==> src/rtl/alu_arbiter.sv <==
// alu_arbiter: round-robin arbiter that shares one combinational 32-bit ALU
// between two requesters. The winning operands are registered and drive the
// ALU. The result and flags are captured in a response buffer, and that buffer
// is returned to the winner over a valid/ready handshake.
// Sequence per operation: IDLE (accept) -> EXEC (ALU evaluates) -> HOLD (respond).
module alu_arbiter #(
    parameter int   TAG_W      = 4,
    parameter logic RESET_LAST = 1'b1
) (
    input  logic             clk,
    input  logic             rst_n,

    input  logic             req0_valid,
    output logic             req0_ready,
    input  logic [31:0]      req0_a,
    input  logic [31:0]      req0_b,
    input  logic [3:0]       req0_op,
    input  logic [TAG_W-1:0] req0_tag,

    input  logic             req1_valid,
    output logic             req1_ready,
    input  logic [31:0]      req1_a,
    input  logic [31:0]      req1_b,
    input  logic [3:0]       req1_op,
    input  logic [TAG_W-1:0] req1_tag,

    output logic             rsp0_valid,
    input  logic             rsp0_ready,
    output logic [31:0]      rsp0_result,
    output logic [4:0]       rsp0_flags,
    output logic [TAG_W-1:0] rsp0_tag,
    output logic             rsp0_err,

    output logic             rsp1_valid,
    input  logic             rsp1_ready,
    output logic [31:0]      rsp1_result,
    output logic [4:0]       rsp1_flags,
    output logic [TAG_W-1:0] rsp1_tag,
    output logic             rsp1_err,

    output logic [31:0]      alu_src_a,
    output logic [31:0]      alu_src_b,
    output logic [3:0]       alu_control,
    input  logic [31:0]      alu_result,
    input  logic [4:0]       alu_zero_flags
);

    localparam logic [1:0] ST_IDLE = 2'd0;
    localparam logic [1:0] ST_EXEC = 2'd1;
    localparam logic [1:0] ST_HOLD = 2'd2;

    localparam logic [3:0] OP_ADD      = 4'b0011;
    localparam logic [3:0] OP_LAST_LEG = 4'b1010;

    logic [1:0]       state_q,       state_d;
    logic             last_grant_q,  last_grant_d;
    logic             owner_q,       owner_d;
    logic [31:0]      alu_src_a_q,   alu_src_a_d;
    logic [31:0]      alu_src_b_q,   alu_src_b_d;
    logic [3:0]       alu_control_q, alu_control_d;
    logic [TAG_W-1:0] req_tag_q,     req_tag_d;
    logic [31:0]      rsp_result_q,  rsp_result_d;
    logic [4:0]       rsp_flags_q,   rsp_flags_d;
    logic [TAG_W-1:0] rsp_tag_q,     rsp_tag_d;
    logic             rsp_err_q,     rsp_err_d;

    logic             grant_sel;
    logic             owner_ready;

    // Round-robin pick. A lone valid requester wins. On a tie, the requester
    // that did not win last time is chosen.
    always_comb begin
        grant_sel  = (req0_valid && req1_valid) ? ~last_grant_q : req1_valid;
        req0_ready = (state_q == ST_IDLE) && req0_valid && !grant_sel;
        req1_ready = (state_q == ST_IDLE) && req1_valid &&  grant_sel;
    end

    // Response side: only the owner sees valid. Both ports show the buffer.
    always_comb begin
        rsp0_valid  = (state_q == ST_HOLD) && !owner_q;
        rsp1_valid  = (state_q == ST_HOLD) &&  owner_q;
        owner_ready = owner_q ? rsp1_ready : rsp0_ready;
        rsp0_result = rsp_result_q;
        rsp1_result = rsp_result_q;
        rsp0_flags  = rsp_flags_q;
        rsp1_flags  = rsp_flags_q;
        rsp0_tag    = rsp_tag_q;
        rsp1_tag    = rsp_tag_q;
        rsp0_err    = rsp_err_q;
        rsp1_err    = rsp_err_q;
        alu_src_a   = alu_src_a_q;
        alu_src_b   = alu_src_b_q;
        alu_control = alu_control_q;
    end

    // Next-state and datapath update for the IDLE/EXEC/HOLD sequence.
    always_comb begin
        // NOTE: every _d starts from its _q so that no path leaves a variable
        // unassigned; an unassigned path would infer a latch.
        state_d       = state_q;
        last_grant_d  = last_grant_q;
        owner_d       = owner_q;
        alu_src_a_d   = alu_src_a_q;
        alu_src_b_d   = alu_src_b_q;
        alu_control_d = alu_control_q;
        req_tag_d     = req_tag_q;
        rsp_result_d  = rsp_result_q;
        rsp_flags_d   = rsp_flags_q;
        rsp_tag_d     = rsp_tag_q;
        rsp_err_d     = rsp_err_q;

        case (state_q)
            ST_IDLE: begin
                if (req0_ready || req1_ready) begin
                    alu_src_a_d   = grant_sel ? req1_a   : req0_a;
                    alu_src_b_d   = grant_sel ? req1_b   : req0_b;
                    alu_control_d = grant_sel ? req1_op  : req0_op;
                    req_tag_d     = grant_sel ? req1_tag : req0_tag;
                    owner_d       = grant_sel;
                    last_grant_d  = grant_sel;
                    state_d       = ST_EXEC;
                end
            end
            ST_EXEC: begin
                // Codes beyond the last legal op return a clean zero with err set.
                if (alu_control_q > OP_LAST_LEG) begin
                    rsp_result_d = '0;
                    rsp_flags_d  = '0;
                    rsp_err_d    = 1'b1;
                end else begin
                    rsp_result_d = alu_result;
                    rsp_flags_d  = alu_zero_flags;
                    rsp_err_d    = 1'b0;
                end
                rsp_tag_d = req_tag_q;
                state_d   = ST_HOLD;
            end
            ST_HOLD: begin
                if (owner_ready) begin
                    state_d = ST_IDLE;
                end
            end
            default: begin
                state_d = ST_IDLE;
            end
        endcase
    end

    // State registers. Reset aborts any in-flight operation.
    always_ff @(posedge clk or negedge rst_n) begin
        // NOTE: sequential state uses non-blocking assignments so that every
        // flop samples its _d value from before the edge.
        if (!rst_n) begin
            state_q       <= ST_IDLE;
            last_grant_q  <= RESET_LAST;
            owner_q       <= 1'b0;
            alu_src_a_q   <= '0;
            alu_src_b_q   <= '0;
            alu_control_q <= OP_ADD;
            req_tag_q     <= '0;
            rsp_result_q  <= '0;
            rsp_flags_q   <= '0;
            rsp_tag_q     <= '0;
            rsp_err_q     <= 1'b0;
        end else begin
            state_q       <= state_d;
            last_grant_q  <= last_grant_d;
            owner_q       <= owner_d;
            alu_src_a_q   <= alu_src_a_d;
            alu_src_b_q   <= alu_src_b_d;
            alu_control_q <= alu_control_d;
            req_tag_q     <= req_tag_d;
            rsp_result_q  <= rsp_result_d;
            rsp_flags_q   <= rsp_flags_d;
            rsp_tag_q     <= rsp_tag_d;
            rsp_err_q     <= rsp_err_d;
        end
    end

endmodule

==> config.mk <==
export PLATFORM = sky130hd
export DESIGN_NAME = alu_arbiter
export DESIGN_NICKNAME = d
export VERILOG_FILES = /design/src/rtl/alu_arbiter.sv
export SDC_FILE = /design/constraint.sdc
export NUM_CORES = 1
export LEC_CHECK = 0
export ABC_AREA = 1
export CAP_MARGIN = 20
export CORE_AREA = 2 2 132 134
export CTS_CLUSTER_DIAMETER = 50
export DETAILED_ROUTE_END_ITERATION = 10
export DIE_AREA = 0 0 134 136
export HOLD_SLACK_MARGIN = 0.03
export PLACE_DENSITY_LB_ADDON = 0.1
export SKIP_CTS_REPAIR_TIMING = 1
export SLEW_MARGIN = 20
export SYNTH_ARGS = -nofsm -noshare
export SYNTH_HDL_FRONTEND = slang
export SYNTH_SLANG_ARGS = --single-unit
==> constraint.sdc <==
create_clock -name clk -period 2.1 [get_ports clk]
set_input_delay 0.525 -clock clk [delete_from_list [all_inputs] [get_ports clk]]
set_output_delay 0.525 -clock clk [all_outputs]
set_load 0.1 [all_outputs]
==> results.ini, run 1 <==
[timing]
finalSetupViolations = 0
drv_slew = 0
rsz0062_at_grt = no
worst_pin_slew_ns = 0.447
post-route-period-util_pct = 97.0
fmax_ghz = 0.491
fin_ws_ns = 0.0640
hold_ws_ns = 0.468
hold_viol = 0
relSlewSlack_pct = 70.2
skew_ns = 0.00555
setup_tns_ns = 0
period_minus_slack_ns = 2.04

[cells_and_area]
fillCellCount = 1593
final_cells = 1323
areaGrowthSynthToFinish_pct = 63.9
drive_gt1_share_pct = 20.2
insertedDiodeCount = 0
layout_common_cells = nand2_1 (456), clkdlybuf4s50_1 (183), buf_4 (160)
layout_commonest_cell = nand2_1
multi_input_comb_area_sq_um = 2350
final_nets = 1272
layout.area.seq_sq_um = 2960

[routing]
drt_iter0_markers = 223
routedWlPerCell_microns = 15.1
vias_per_cell = 4.55
drc_errors = 0
first_pass_iters = 5
vias = 6020
postRouteAntennaNets = 0
routed_wl_microns = 19900

[clock_network]
cts_root_buf = clkbuf_16
clk_latency_ns = 0.41
clk_path_buf_depth = 2
tritoncts = done
clkSinkCount = 118
cts_max_level = 4
cts.clk_slew.worst_paths_ns = 0.05
cts-buffers-inserted = 17

[grt]
grt_first_pass_wirelength_microns = 30600
track_usage_pct = 21.8
grt_max_degree = 70
grt_pass1_vias = 5662
overflow = 0
antenna_found_initial = 0

[die]
rows = 48
die_y_microns = 136
die_area_sq_um = 18200
core_sq_um = 16900
io_pins = 343
dieWidth_microns = 134
initial_utilization_pct = 34.9

[placed_design]
place.port_buffers = 342
place_congestion = 0.803
dpl.cell_count = 1290
pre_cts_ws_ns = -0.0378
hpwl_microns = 14200

[yosys]
avgSynthCellArea_sq_um = 7.41
synth-compound-area-share_pct = 0.532
ys_types = 16
yosysWarnings = 0
yosys.area_share.adder_pct = 0
synthCells = 794
yosys.area_share.simple_pct = 39.1
synthesis.area_sq_um = 5880
muxShareOfSynthArea_pct = 0
synth_top_family_by_area = simple AND/OR/NAND/NOR gates
ys_ff_latch = 118
synth_nets = 981
synth-seq-area-share_pct = 50.3
yosys.area_share.xor_xnor_pct = 0

[worst_setup_path]
cp-end-kind = primary output
arrival_ns = 1.51
path_class = register to primary output
crit_path_start_kind = register
crit_required_ns = 1.57
crit_fanout = 3

[run]
maxCapViolations = 0

[hold_path]
hp-class = register to register

[run_status]
outcome = complete, no violations

[path summary, 6_finish.rpt]
check	startpoint	to	slack, ns	depth (start not counted)
setup / recovery	last_grant_q	req0_ready	0.06	4
hold / removal	req_tag_q[0]	rsp0_tag[0]	0.47	2
setup reg to reg	state_q[0]	alu_src_b[28]	0.61	7
hold reg to reg	req_tag_q[0]	rsp0_tag[0]	0.47	2
max in group asynchronous	rst_n	rsp0_result[8]	1.06	3
min in group asynchronous	rst_n	alu_src_b[10]	0.51	2
[cell usage after synthesis]
library cell	n	share of area, %
buf_4	50	6.4
o21ai_4	1	0.28
dfstp_2	3	1.3
buf_6	1	0.19
buf_1	1	0.064
o21ai_0	3	0.26
nor2_1	5	0.32
nand2_1	456	29
dfrtp_1	115	49
inv_1	5	0.32
inv_2	1	0.064
nand2_2	2	0.21
and3_1	1	0.11
clkbuf_1	15	0.96
nand3_1	110	9.4
buf_2	25	2.1
[per-layer routing]
metal	GRT usage [%]	wire, microns	vias up
li1	-	-	3009
met4	7.92	415	0
met3	7.38	1710	26
met1	25.2	7870	2752
met2	37.5	9950	233
met5	0	0	-
[flip-flops by register name (all words and copies together), names as in the netlist]
name          count
req_tag_q         4
rsp0_tag          4
state_q           2
last_grant_q      1
rsp0_result      32
alu_control       4
alu_src_a        32
alu_src_b        32
owner_q           1
rsp0_err          1
rsp0_flags        5
[worst max-delay path: stages, from the launching register on]
cell	delay, ns
dfstp_2	0.56
nand2_2	0.07
nand2_2	0.10
and3_4	0.20
buf_12	0.17
[cell families (layout without fill, tap and decap cells)]
family / after synthesis / in the layout
AO/OA/AOI/OAI: 4 / 4
buffers and inverters: 98 / 402
flip-flops: 118 / 118
AND/OR/NAND/NOR: 574 / 574
[stage by stage]
stage	instance area, sq um	util, %
after floorplan	5890	-
after global placement	9010	53.4
after detailed placement	9010	53.4
after CTS	9620	57.0
after global routing	9640	57.1
final	9640	57.1
[cell type report]
type | count | area share (%)
timing repair buffer | 364 | 35.5
sequential | 118 | 30.7
multi-input combinational | 578 | 24.4
clock buffer | 20 | 4.74
tap | 225 | 2.92
clock inverter | 12 | 1.58
inverter | 6 | 0.234
Power of run 1 is not shown: default switching activity piles up to over one toggle a cycle in this logic, so the estimate is an artifact.
==> run 2: changes to the inputs <==
--- a/config.mk
+++ b/config.mk
@@ -7,10 +7,11 @@
 export LEC_CHECK = 0
 export ABC_AREA = 1
 export CAP_MARGIN = 20
-export CORE_AREA = 2 2 132 134
+export CORE_ASPECT_RATIO = 2
+export CORE_MARGIN = 8
+export CORE_UTILIZATION = 38
 export CTS_CLUSTER_DIAMETER = 50
 export DETAILED_ROUTE_END_ITERATION = 10
-export DIE_AREA = 0 0 134 136
 export HOLD_SLACK_MARGIN = 0.03
 export PLACE_DENSITY_LB_ADDON = 0.1
 export SKIP_CTS_REPAIR_TIMING = 1
==> run 2 against run 1 <==
Core utilization up 5.6 points; die area up 9.5%; global-route usage about the same; non-clock buffer count down 1; via count up 2.8%; critical path depth unchanged; sequential cell count unchanged; register-to-register slack about the same; maximum frequency up 2.8%; setup slack better by 0.055 ns; hold slack worse by 0.40 ns; critical path type unchanged; critical endpoint unchanged.
==> results.ini, run 2 (same netlist as run 1, synthesis figures left out) <==
[timing]
fmax_ghz = 0.505  ; was 0.491 GHz
period_minus_slack_ns = 1.98  ; was 2.04 ns
hold_viol = 0  ; unchanged
drv_slew = 0  ; unchanged
post-route-period-util_pct = 94.3  ; was 97.0%
hold_ws_ns = 0.0633  ; was 0.468 ns
rsz0062_at_grt = no  ; unchanged
finalSetupViolations = 0  ; unchanged
fin_ws_ns = 0.119  ; was 0.0640 ns
skew_ns = 0.0121  ; was 0.00555 ns
worst_pin_slew_ns = 0.496  ; was 0.447 ns
relSlewSlack_pct = 66.9  ; was 70.2%

[die]
initial_utilization_pct = 38.7  ; was 34.9%
die_area_sq_um = 20000  ; was 18,200 sq um
die_y_microns = 192  ; was 136 microns
core_sq_um = 15200  ; was 16,900 sq um
rows = 64  ; was 48
io_pins = 343  ; unchanged
dieWidth_microns = 104  ; was 134 microns

[clock_network]
clk_latency_ns = 0.42  ; was 0.41 ns
cts-buffers-inserted = 17  ; unchanged
cts_max_level = 4  ; unchanged
clk_path_buf_depth = 2  ; unchanged
cts_root_buf = clkbuf_16  ; unchanged
cts.clk_slew.worst_paths_ns = 0.06  ; was 0.05 ns
tritoncts = done  ; unchanged
clkSinkCount = 118  ; unchanged

[worst_setup_path]
crit_required_ns = 1.57  ; about the same
critPathBufInv = 1  ; unchanged
arrival_ns = 1.46  ; was 1.51 ns
crit_path_start_kind = register  ; unchanged
cp-end-kind = primary output  ; unchanged
crit_chain = nand2_2 -> nand2_2 -> and3_2 -> buf_12  ; was nand2_2 -> nand2_2 -> and3_4 -> buf_12
crit_slowest_cell = dfstp_2  ; unchanged
worst_path_most_repeated_cell = nand2_2  ; unchanged
cp_top_family = flip-flops  ; unchanged
path_class = register to primary output  ; unchanged
max_stage_delay_ns = 0.54  ; was 0.56 ns
crit_fanout = 3  ; unchanged

[grt]
grt_max_degree = 73  ; was 70
grt_first_pass_wirelength_microns = 34300  ; was 30,600 microns
track_usage_pct = 21.8  ; about the same
antenna_found_initial = 0  ; unchanged
overflow = 0  ; unchanged
grt_pass1_vias = 6145  ; was 5,662

[routing]
postRouteAntennaNets = 0  ; unchanged
routedWlPerCell_microns = 17.1  ; was 15.1 microns
drt_iter0_markers = 151  ; was 223
vias_per_cell = 4.77  ; was 4.55
first_pass_iters = 4  ; was 5
vias = 6188  ; was 6,020
drc_errors = 0  ; unchanged
routed_wl_microns = 22100  ; was 19,900 microns

[cells_and_area]
areaGrowthSynthToFinish_pct = 62.4  ; was 63.9%
layout_commonest_cell = nand2_1  ; unchanged
drive_gt1_share_pct = 20.1  ; was 20.2%
layout_common_cells = nand2_1 (456), clkdlybuf4s50_1 (183), buf_4 (163)  ; was nand2_1 (456), clkdlybuf4s50_1 (183), buf_4 (160)
final_nets = 1271  ; was 1,272
fillCellCount = 1408  ; was 1,593

[placed_design]
pre_cts_ws_ns = 0.0231  ; was -0.0378 ns
hpwl_microns = 16400  ; was 14,200 microns
place.port_buffers = 342  ; unchanged
place_congestion = 0.790  ; was 0.803

[hold_path]
hp-class = primary input to asynchronous set/reset pin  ; was register to register

[run]
maxCapViolations = 0  ; unchanged

[run_status]
outcome = complete, no violations  ; unchanged

run 2: cell count changes in the layout (fill, tap and decap cells not counted):
| cell | delta |
|---|---|
| nor2_2 | -2 |
| clkinvlp_4 | -3 |
| inv_6 | +2 |
| buf_4 | +3 |
| clkbuf_8 | -2 |
| buf_12 | -3 |
| and3_2 | +1 |
| nor2_1 | +2 |
| clkinv_2 | -1 |
| clkinv_4 | +4 |
| and3_4 | -1 |
| dlygate4sd3_1 | -1 |
| diode_2 | +1 |
run 2: path summary, 6_finish.rpt:
kind,cells after the start,to,slack [ns],start
setup / recovery,4,req0_ready,0.12,last_grant_q
hold / removal,1,rsp0_result[9],0.06,rst_n
setup reg to reg,8,alu_src_b[5],0.62,last_grant_q
hold reg to reg,2,rsp0_tag[2],0.47,req_tag_q[2]
max in group asynchronous,2,rsp0_flags[2],1.36,rst_n
min in group clk,2,rsp0_tag[2],0.47,req_tag_q[2]
run 2: final cells by class:
cell class              instances  area, sq um  area share [%]
clock buffers                  18          429            4.49
multi-input cells             578         2340            24.5
repair buffers                363         3370            35.3
flip-flops and latches        118         2960            31.0
inverters                       6         22.5           0.236
well taps                     198          248            2.59
clock inverters                14          178            1.86
diodes                          1         2.50          0.0262
run 2: per-stage QoR:
| step | TNS, ns | instances | util, % | area, sq um |
|---|---|---|---|---|
| finish | 0 | 1296 | 62.8 | 9550 |
| global route | 0 | 1295 | 62.8 | 9550 |
| CTS | 0 | 1295 | 62.7 | 9540 |
| detailed placement | 0 | 1263 | 58.7 | 8940 |
| global placement | 0 | 1263 | 58.7 | 8940 |
| floorplan | -0.469 | 794 | - | 5890 |
run 2: metal layers:
layer,track usage [%],vias to the layer above,wire length (microns)
li1,-,3013,-
met1,24.3,2886,8330
met2,37.9,253,11600
met3,6.65,36,1630
met4,8.75,0,565
met5,0,-,0
Power of run 2 is left out for the same reason.
==> run 3: changes to the inputs <==
--- a/config.mk
+++ b/config.mk
@@ -6,11 +6,12 @@
 export NUM_CORES = 1
 export LEC_CHECK = 0
 export ABC_AREA = 1
-export CAP_MARGIN = 20
+export CAP_MARGIN = 0
 export CORE_ASPECT_RATIO = 2
 export CORE_MARGIN = 8
 export CORE_UTILIZATION = 38
 export CTS_CLUSTER_DIAMETER = 50
+export CTS_CLUSTER_SIZE = 30
 export DETAILED_ROUTE_END_ITERATION = 10
 export HOLD_SLACK_MARGIN = 0.03
 export PLACE_DENSITY_LB_ADDON = 0.1
==> results of run 3 <==
Final layout, timing and power as in run 2 (identical DEF).
Power of run 3 is left out for the same reason.
==> patch: new RTL, flow settings as in run 3 <==
`alu_src_a_q` no longer has a reset.
--- a/src/rtl/alu_arbiter.sv
+++ b/src/rtl/alu_arbiter.sv
@@ -156,3 +156,2 @@
             owner_q       <= 1'b0;
-            alu_src_a_q   <= '0;
             alu_src_b_q   <= '0;
@@ -168,3 +167,2 @@
             owner_q       <= owner_d;
-            alu_src_a_q   <= alu_src_a_d;
             alu_src_b_q   <= alu_src_b_d;
@@ -179,2 +177,6 @@
 
+    always_ff @(posedge clk) begin
+        alu_src_a_q <= alu_src_a_d;
+    end
+
 endmodule
Check against the original RTL: not equivalent (Yosys sat finds a counterexample within 4 cycles, from zero or initial values and one cycle with rst_n low).
==> patch against run 3 <==
  * Cell count down 7.6%
  * Worst setup slack got worse by 0.078 ns
  * Cell area shrank 2.8%
  * Fmax is 3.8% lower
  * Sequential share of layout area increased by 2.6 points
  * Sequential cell count unchanged
  * Global-route usage decreased by 0.75 points
  * Die area is 2.8% lower
  * Utilization grew 0.24 points
  * Routed wire length down 7.1%
  * Synthesized area down 3.1%
  * Critical path type is now input port to output port
  * Critical endpoint unchanged
  * Highest routed layer unchanged
Power is not shown: default switching activity piles up to over one toggle a cycle in this logic, so the estimate is an artifact.
==> patch: results (changes against run 3) <==
{| class="wikitable"
! Metric !! Value
|-
| Outcome || finished clean (unchanged)
|-
| EDFF count, synth || 32 (was 0)
|-
| Fraction of met2 tracks used by global routing || 38.0% (was 37.9%)
|-
| Global routing met3 resource utilization || 6.03% (was 6.65%)
|-
| Layout cell share with drive strength beyond 1 || 22.1% (was 20.1%)
|-
| Routed metal-1 wire length || 7070 µm (was 8330 µm)
|-
| Reg2reg setup slack || 0.53 ns (was 0.62 ns)
|-
| Inserted Clock Buffers || 17 (unchanged)
|-
| Final Skew || 0.0114 ns (was 0.0121 ns)
|-
| Longest individual stage delay on the worst path || 0.49 ns (was 0.54 ns)
|-
| Worst Reg2Reg Path Length in Cells || 5 (was 8)
|-
| Final estimated routing congestion in global placement || 0.818 (was 0.790)
|-
| Via density per instance || 4.67 (was 4.77)
|-
| Sequential share of the synthesized area || 54.7% (was 50.3%)
|-
| Average wire per cell in the routed design || 17.1 µm (about the same)
|-
| Antenna violations before repair || 2 (was 0)
|-
| Least-Margin Pin Slew || 0.533 ns (was 0.496 ns)
|-
| Clock-pin slew on the worst setup and hold paths || 0.06 ns (about the same)
|-
| Drt first-iter violations || 163 (was 151)
|-
| Data arrival time at the worst-slack endpoint || 1.53 ns (was 1.46 ns)
|-
| # nets final || 1175 (was 1271)
|-
| Ranking of synthesized cells by instance count || sky130_fd_sc_hd__nand2_1 (354), sky130_fd_sc_hd__nand3_1 (118), sky130_fd_sc_hd__dfrtp_1 (83), sky130_fd_sc_hd__buf_4 (50), sky130_fd_sc_hd__buf_2 (34) (was sky130_fd_sc_hd__nand2_1 (456), sky130_fd_sc_hd__dfrtp_1 (115), sky130_fd_sc_hd__nand3_1 (110), sky130_fd_sc_hd__buf_4 (50), sky130_fd_sc_hd__buf_2 (25))
|-
| Slowest cell on crit path || sky130_fd_sc_hd__clkdlybuf4s50_1 (was sky130_fd_sc_hd__dfstp_2)
|-
| Met1 Use GR || 21.9% (was 24.3%)
|-
| Final cycle utilization of the critical path || 98.1% (was 94.3%)
|-
| FF-to-FF End || alu_src_a[21]$_DFFE_PP_ (was alu_src_b[5]$_DFFE_PN0P_)
|-
| Amount of wire on met2 after detailed routing || 11200 µm (was 11600 µm)
|-
| Wire length of the first global-routing pass || 31000 µm (was 34300 µm)
|-
| Critical path startpoint || req0_valid (was last_grant_q$_DFFE_PN1P_)
|-
| Async S/R FF share, synth || 72.9% (was 100%)
|-
| Routed met3 length || 1820 µm (was 1630 µm)
|-
| GRT Overall Usage || 21.0% (was 21.8%)
|-
| Largest net degree at the start of global routing || 87 (was 73)
|-
| Net count after synthesis || 881 (was 981)
|-
| Top cells by area in the synthesized netlist || sky130_fd_sc_hd__dfrtp_1 (36%), sky130_fd_sc_hd__nand2_1 (23%), sky130_fd_sc_hd__edfxtp_1 (17%) (was sky130_fd_sc_hd__dfrtp_1 (49%), sky130_fd_sc_hd__nand2_1 (29%), sky130_fd_sc_hd__nand3_1 (9.4%))
|-
| CP delay by family, top || buffers and inverters (was flip-flops)
|-
| HPWL reported at the end of detailed placement || 15600 µm (was 16400 µm)
|-
| Vias in the first global route || 5457 (was 6145)
|}
## patch: changes by cell type after synthesis, sizes merged, moves of 3 or more
cell,before,now
o21ai,4,1
dfrtp,115,83
buf,77,84
clkbuf,15,1
edfxtp,0,32
nand2,458,359
nand3,110,119
## patch: final cells by class
cell class | instances | area (µm²)
multi-input combinational | 484 | 2010
clock buffer | 18 | 450
fill | 1313 | 5450
tap | 195 | 244
timing repair buffer | 360 | 3290
sequential | 118 | 3120
antenna | 2 | 5.00
inverter | 7 | 30.0
clock inverter | 14 | 138
## patch: cell families after synthesis
logic type	Yosys count	synth area share (%)
simple gates	483	35.1
flops	118	54.7
compound gates	1	0.0878
buf+inv	92	10.1
## patch: how the worst min path moves through the flow
stage                                         from                     endpoint  slack (ns)  depth (start not counted)
after detailed placement  req_tag_q[1]$_DFFE_PN0P_      rsp0_tag[1]$_DFFE_PN0N_        0.46                          2
after global routing                         rst_n  rsp0_result[27]$_DFFE_PN0N_        0.16                          2
after floorplan                              rst_n   alu_control[2]$_DFFE_PN0P_        0.23                          0
final                                        rst_n  rsp0_result[27]$_DFFE_PN0N_        0.14                          2
after global placement    req_tag_q[3]$_DFFE_PN0P_      rsp0_tag[3]$_DFFE_PN0N_        0.45                          2
after CTS                                    rst_n  rsp0_result[27]$_DFFE_PN0N_        0.17                          2
## patch: through the flow
stage | worst slack, ns | std cells | hold WS (ns) | cell area, µm²
3_5_place_dp | -0.00720 | 1164 | 0.463 | 8690
4_1_cts | -0.00669 | 1196 | 0.166 | 9280
6_report | 0.0409 | 1198 | 0.144 | 9290
2_1_floorplan | -0.286 | 694 | 0.229 | 5700
5_1_grt | 0.0000424 | 1198 | 0.157 | 9290
3_3_place_gp | 0.0106 | 1164 | 0.454 | 8690
